==> config.mk <==
export PLATFORM = sky130hd
export DESIGN_NAME = mac_mul_seq_ctrl
export DESIGN_NICKNAME = d
export VERILOG_FILES = /design/src/rtl/mac_mul_seq_ctrl_pkg.sv /design/src/rtl/mac_mul_seq_ctrl_step_mul.sv /design/src/rtl/mac_mul_seq_ctrl.sv
export SDC_FILE = /design/constraint.sdc
export NUM_CORES = 2
export LEC_CHECK = 0
export CORE_UTILIZATION = 65
export DETAILED_ROUTE_END_ITERATION = 16
export GPL_ROUTABILITY_DRIVEN = 0
export PLACE_DENSITY = 0.83
export SYNTH_ARGS = -nofsm -noshare
export SYNTH_HDL_FRONTEND = slang
export SYNTH_SLANG_ARGS = --single-unit
==> constraint.sdc <==
create_clock -name clk -period 14.2 [get_ports clk]
set_input_delay 2.84 -clock clk [delete_from_list [all_inputs] [get_ports clk]]
set_output_delay 2.84 -clock clk [all_outputs]
set_load 0.01 [all_outputs]
==> src/rtl/mac_mul_seq_ctrl_pkg.sv <==
// -----------------------------------------------------------------------------
// mac_mul_seq_ctrl_pkg
//   Shared definitions for the MAC multiply sequencer: operation-size encodings,
//   controller state encoding, default widths and the size -> step-count helper.
// -----------------------------------------------------------------------------
package mac_mul_seq_ctrl_pkg;

    localparam int MAC_CONF_WIDTH_DEF = 2;
    localparam int MAC_MIN_WIDTH_DEF  = 8;

    // Operation-size encodings carried on in_cfg
    localparam logic [1:0] MAC_CFG_SINGLE = 2'b00;
    localparam logic [1:0] MAC_CFG_DUAL   = 2'b01;
    localparam logic [1:0] MAC_CFG_QUAD   = 2'b10;
    localparam logic [1:0] MAC_CFG_ERR    = 2'b11;

    typedef enum logic [1:0] {
        ST_IDLE = 2'd0,
        ST_MUL  = 2'd1,
        ST_DONE = 2'd2
    } mac_state_t;

    // Number of B lanes consumed for a given size. The illegal encoding still
    // takes one step so its timing matches a single-lane operation.
    function automatic logic [2:0] mac_cfg_steps(input logic [1:0] cfg);
        logic [2:0] n;
        case (cfg)
            MAC_CFG_SINGLE: n = 3'd1;
            MAC_CFG_DUAL:   n = 3'd2;
            MAC_CFG_QUAD:   n = 3'd4;
            default:        n = 3'd1;
        endcase
        return n;
    endfunction

endpackage

==> src/rtl/mac_mul_seq_ctrl_step_mul.sv <==
// -----------------------------------------------------------------------------
// mac_mul_seq_ctrl_step_mul
//   Combinational unsigned step multiplier: (4*MIN)-bit multiplicand times one
//   MIN-bit multiplier lane, full-precision (5*MIN)-bit product.
// Ports
//   i_a     in   4*MIN  multiplicand
//   i_b     in   MIN    one multiplier lane
//   o_prod  out  5*MIN  i_a * i_b, unsigned, never overflows
// -----------------------------------------------------------------------------
module mac_mul_seq_ctrl_step_mul #(
    parameter int MAC_MIN_WIDTH = 8
) (
    input  logic [4*MAC_MIN_WIDTH-1:0] i_a,
    input  logic [MAC_MIN_WIDTH-1:0]   i_b,
    output logic [5*MAC_MIN_WIDTH-1:0] o_prod
);

    localparam int P_W = 5 * MAC_MIN_WIDTH;

    // Both operands widened to the product width so the multiply is evaluated
    // at full precision.
    assign o_prod = P_W'(i_a) * P_W'(i_b);

endmodule

==> src/rtl/mac_mul_seq_ctrl.sv <==
// -----------------------------------------------------------------------------
// mac_mul_seq_ctrl
//   Multi-cycle sequencer for the MAC multiply path. Takes one operand pair per
//   in_valid/in_ready handshake, multiplies A by B one byte lane per cycle,
//   shift-adds the lane products into a 64-bit product and optionally adds the
//   product into a running accumulator. The result is held on out_result with
//   out_valid until out_ready.
// Ports
//   clk, rst          clock; asynchronous active-high reset
//   in_valid/ready    operand handshake
//   in_a, in_b        operands, lanes above the cfg size ignored
//   in_cfg            00 single (8b), 01 dual (16b), 10 quad (32b), 11 error
//   in_acc, in_clr    accumulate enable / clear accumulator before this op
//   out_valid/ready   result handshake
//   out_result        product or acc+product
//   out_err           operation used the illegal size encoding
//   busy              controller not idle
// -----------------------------------------------------------------------------
module mac_mul_seq_ctrl
    import mac_mul_seq_ctrl_pkg::*;
#(
    parameter int MAC_CONF_WIDTH = MAC_CONF_WIDTH_DEF,
    parameter int MAC_MIN_WIDTH  = MAC_MIN_WIDTH_DEF,
    parameter int MAC_ACC_WIDTH  = 8 * MAC_MIN_WIDTH
) (
    input  logic                        clk,
    input  logic                        rst,
    input  logic                        in_valid,
    output logic                        in_ready,
    input  logic [4*MAC_MIN_WIDTH-1:0]  in_a,
    input  logic [4*MAC_MIN_WIDTH-1:0]  in_b,
    input  logic [MAC_CONF_WIDTH-1:0]   in_cfg,
    input  logic                        in_acc,
    input  logic                        in_clr,
    output logic                        out_valid,
    input  logic                        out_ready,
    output logic [MAC_ACC_WIDTH-1:0]    out_result,
    output logic                        out_err,
    output logic                        busy
);

    localparam int A_W = 4 * MAC_MIN_WIDTH;
    localparam int P_W = 5 * MAC_MIN_WIDTH;

    mac_state_t                r_state;
    // r_step[1:0] selects the B lane; the counter runs one past the last lane
    // so the final shift-add lands in r_prod before the result is formed.
    logic [2:0]                r_step;
    logic [2:0]                r_n;
    logic [A_W-1:0]            r_a;
    logic [A_W-1:0]            r_b;
    logic                      r_acc_en;
    logic                      r_clr;
    logic                      r_bad_cfg;
    logic [MAC_ACC_WIDTH-1:0]  r_prod;
    logic [MAC_ACC_WIDTH-1:0]  r_acc;
    logic [MAC_ACC_WIDTH-1:0]  r_result;
    logic                      r_valid;
    logic                      r_err;

    logic                      w_accept;
    logic [A_W-1:0]            w_mask;
    logic [MAC_MIN_WIDTH-1:0]  w_b_lane;
    logic [P_W-1:0]            w_partial;
    logic [MAC_ACC_WIDTH-1:0]  w_partial_ext;
    logic [MAC_ACC_WIDTH-1:0]  w_shifted;
    logic [MAC_ACC_WIDTH-1:0]  w_sum;

    assign in_ready   = (r_state == ST_IDLE) || ((r_state == ST_DONE) && out_ready);
    assign w_accept   = in_valid && in_ready;
    assign busy       = (r_state != ST_IDLE);
    assign out_valid  = r_valid;
    assign out_result = r_result;
    assign out_err    = r_err;

    mac_mul_seq_ctrl_step_mul #(
        .MAC_MIN_WIDTH (MAC_MIN_WIDTH)
    ) u_step_mul (
        .i_a    (r_a),
        .i_b    (w_b_lane),
        .o_prod (w_partial)
    );

    always_comb begin
        // NOTE: every signal driven here gets a default first, so no path can
        // leave it unassigned and infer a latch.
        w_mask = '0;
        case (in_cfg)
            MAC_CFG_SINGLE: w_mask[MAC_MIN_WIDTH-1:0]   = '1;
            MAC_CFG_DUAL:   w_mask[2*MAC_MIN_WIDTH-1:0] = '1;
            MAC_CFG_QUAD:   w_mask                      = '1;
            default:        w_mask                      = '0;
        endcase

        w_b_lane      = r_b[MAC_MIN_WIDTH*int'(r_step[1:0]) +: MAC_MIN_WIDTH];
        w_partial_ext = {{(MAC_ACC_WIDTH-P_W){1'b0}}, w_partial};
        w_shifted     = w_partial_ext << (MAC_MIN_WIDTH * int'(r_step[1:0]));
        // Clear-then-accumulate: a set clr flag makes the old acc count as 0.
        w_sum         = (r_clr ? '0 : r_acc) + r_prod;
    end

    // NOTE: all state updates use non-blocking assignments so every register
    // sees the pre-edge values of the others, independent of statement order.
    always_ff @(posedge clk or posedge rst) begin
        if (rst) begin
            r_state   <= ST_IDLE;
            r_step    <= '0;
            r_n       <= '0;
            r_a       <= '0;
            r_b       <= '0;
            r_acc_en  <= 1'b0;
            r_clr     <= 1'b0;
            r_bad_cfg <= 1'b0;
            r_prod    <= '0;
            r_acc     <= '0;
            r_result  <= '0;
            r_valid   <= 1'b0;
            r_err     <= 1'b0;
        end else begin
            case (r_state)
                ST_IDLE, ST_DONE: begin
                    if (w_accept) begin
                        // Accepting in DONE (out_ready high) retires the held
                        // result and starts the next op with no idle cycle.
                        r_a       <= in_a & w_mask;
                        r_b       <= in_b & w_mask;
                        r_n       <= mac_cfg_steps(in_cfg);
                        r_bad_cfg <= (in_cfg == MAC_CFG_ERR);
                        r_acc_en  <= in_acc;
                        r_clr     <= in_clr;
                        r_prod    <= '0;
                        r_step    <= '0;
                        r_valid   <= 1'b0;
                        r_err     <= 1'b0;
                        r_state   <= ST_MUL;
                    end else if ((r_state == ST_DONE) && out_ready) begin
                        r_valid <= 1'b0;
                        r_state <= ST_IDLE;
                    end
                end

                ST_MUL: begin
                    if (r_step == r_n) begin
                        r_valid <= 1'b1;
                        r_err   <= r_bad_cfg;
                        r_state <= ST_DONE;
                        if (r_bad_cfg) begin
                            // Illegal size: zero result, accumulator untouched.
                            r_result <= '0;
                        end else if (r_acc_en) begin
                            r_result <= w_sum;
                            r_acc    <= w_sum;
                        end else begin
                            r_result <= r_prod;
                            if (r_clr) begin
                                r_acc <= '0;
                            end
                        end
                    end else begin
                        r_prod <= r_prod + w_shifted;
                        r_step <= r_step + 3'd1;
                    end
                end

                default: r_state <= ST_IDLE;
            endcase
        end
    end

endmodule

==> impl_metrics.toml <==
[status]
status = "finished, final reports clean"

[grt]
grt_pass1_wl_um = 121000
antenna_found_initial = 0
grtUsageTotal = 0.356
grt_pass1_vias = 23868
grt-ovfl-total = 0
grt_max_degree = 117

[yosys]
synth-edff-count = 0
synth_mux_area_frac = 0.0268
synth_compound_area_frac = 0.181
synth-seq-cells = 269
synthCells = 3187
synth_xor_area_frac = 0.0486
avgSynthCellArea_um2 = 8.47
syn_nets = 3639
yosys.area_share.simple = 0.215
synthTopCellsByCount = "nand2_1 (433), dfrtp_1 (269), and2_1 (230)"
yosysSeqAreaShare = 0.249
ys_types = 71
synth_top_area_frac = 0.249
yosysMostFrequentCell = "nand2_1"
synthArstFlopShare = 1.00
synth_area_mm2 = 0.0270
yosys_warnings = 0
synth_top_family_by_area = "adder cells"
synth-adder-area-share = 0.227
ys.flop_type = "dfrtp_1"
synth_top_area_cell = "dfrtp_1"
synth.area.top_cells = "dfrtp_1 (25%), fa_1 (13%), ha_1 (9.2%)"

[sta]
worst_pin_slew_ns = 1.06
worst_slack_ns = 4.38
rsz0062_at_grt = "no"
period_minus_slack_ns = 9.82
finClkSkew_ns = 0.0152
maxSlewViolCount = 0
fin_setup_tns_ns = 0
finalHoldViolCount = 0
period_share = 0.691
relSlewSlack = 0.291
fmax_mhz = 102
setup-violations-final = 0

[floorplan]
start_util = 0.660
ios = 140
dieHeight_um = 206
dieWidth_um = 206
core_area_mm2 = 0.0409
dieArea_mm2 = 0.0424
row_count = 74

[finish]
final_layout_size_suffix_gt1_frac = 0.0363
fin_util = 0.726
fillers = 3071
nets = 3655
fin_area_mm2 = 0.0297
synthToLayoutAreaGrowth_pct = 9.96
diodes = 0

[drt]
via_per_inst = 6.38
drt-total-wl_um = 74200
routedWlPerCell_um = 19.7
drt_first_pass_iters = 8
ant_nets = 0
num_vias = 23989
drtIter0Drc = 2109
drc = 0

[worst_setup_path]
worstSetupPathType = "flop to flop"
slowest_stage = "mux4_2"
required_ns = 14.69
cp-end-kind = "flop"
worstPathMaxFanout = 45
arrival_ns = 10.30
ff2ff_setup_slack_ns = 4.38
cpPeakStageDelay_ns = 0.88
crit_path_frequent_cell = "fa_1"
startpoint_type = "flop"

[cts]
post-cts-setup-buffers = 0
numCtsBuffers = 30
htreeDepth = 1
clkTransAtPathRegs_ns = 0.06
root_buffer = "clkbuf_16"
post_cts_resized = 0
clk_path_buf_depth = 3
clock_latency_ns = 0.61
cts_hold_buf = 0
clock_sinks = 269
cts_tree = "done"

[placed_design]
placedInstanceArea_mm2 = 0.0286
portBuffers = 139
hpwlAfterDp_um = 55800
post-place-ws_ns = 4.64

[run]
max-cap-violations = 0

[worst_hold_path]
worstHoldPathType = "flop to flop"
[stage by stage]
| stage | cells | hold WS (ns) |
|---|---|---|
| after floorplan | 3187 | 0.433 |
| after global routing | 3759 | 0.488 |
| after detailed placement | 3703 | 0.459 |
| after CTS | 3759 | 0.475 |
| final | 3759 | 0.474 |
| after global placement | 3703 | 0.451 |
[cells in the final DEF (no fill, tap or decap), types with 14 or more instances in the layout]
cell type,instances
nand2_1,430
dfrtp_1,266
and2_1,229
o21ai_0,227
inv_1,201
ha_1,198
a21oi_1,188
fa_1,182
nand3_1,145
clkdlybuf4s50_1,139
nor2_1,114
xnor2_1,90
a21o_1,83
nor2b_1,71
xor2_1,60
nand2b_1,53
mux2i_1,51
a22o_1,38
and3_1,37
nand4_1,36
clkbuf_16,30
o21bai_1,28
nor3_1,27
a31oi_1,26
o21a_1,26
a211oi_1,20
buf_4,17
o22ai_1,16
o211ai_1,14
[critical path: cells and delay by family (launching register included)]
| kind | cells | cell delay, ns |
|---|---|---|
| flip-flops | 1 | 0.34 |
| multiplexers | 2 | 1.09 |
| buffers and inverters | 4 | 0.59 |
| AO/OA/AOI/OAI | 16 | 4.34 |
| adder cells (fa/ha/maj) | 6 | 2.65 |
| AND/OR/NAND/NOR | 4 | 0.63 |
[cells by family after synthesis]
logic type | after synthesis
mux | 62
simple gates | 1178
flops | 269
buf+inv | 376
xor+xnor | 150
fa+ha+maj | 380
compound gates | 772
[state kept, by name (all words and copies together) (netlist names)]
| signal | flops |
|---|---|
| out_valid | 1 |
| r_acc | 64 |
| out_err | 1 |
| r_bad_cfg | 1 |
| r_step | 3 |
| out_result | 64 |
| r_a | 32 |
| r_acc_en | 1 |
| r_prod | 64 |
| r_state | 2 |
| r_b | 32 |
| r_clr | 1 |
| r_n | 3 |
[worst paths after layout]
check | start | cells past startpoint | endpoint
max | r_step[0] | 32 | r_prod[63]
min | out_result[26] | 2 | out_result[26]
max reg2reg | r_step[0] | 32 | r_prod[63]
min reg2reg | out_result[26] | 2 | out_result[26]
max in group asynchronous | rst | 3 | r_clr
min in group asynchronous | rst | 2 | r_b[20]
[metal layers]
metal / GRT usage / part of all wire / routed length (um) / vias to the layer above
li1: - / - / - / 10984
met1: 0.458 / 0.39 / 29200 / 11467
met2: 0.591 / 0.47 / 34700 / 1271
met3: 0.0569 / 0.091 / 6760 / 267
met4: 0.159 / 0.047 / 3460 / 0
met5: 0 / 0 / 0 / -
[cell type report]
class	count	area, um2	area share
inverter	204	773	0.0260
multi-input combinational	2542	18900	0.636
tap	532	666	0.0224
clock buffer	35	810	0.0273
clock inverter	21	307	0.0103
sequential	269	6740	0.227
timing repair buffer	156	1520	0.0511
Power is not shown: default switching activity piles up to over one toggle a cycle in this logic, so the estimate is an artifact.
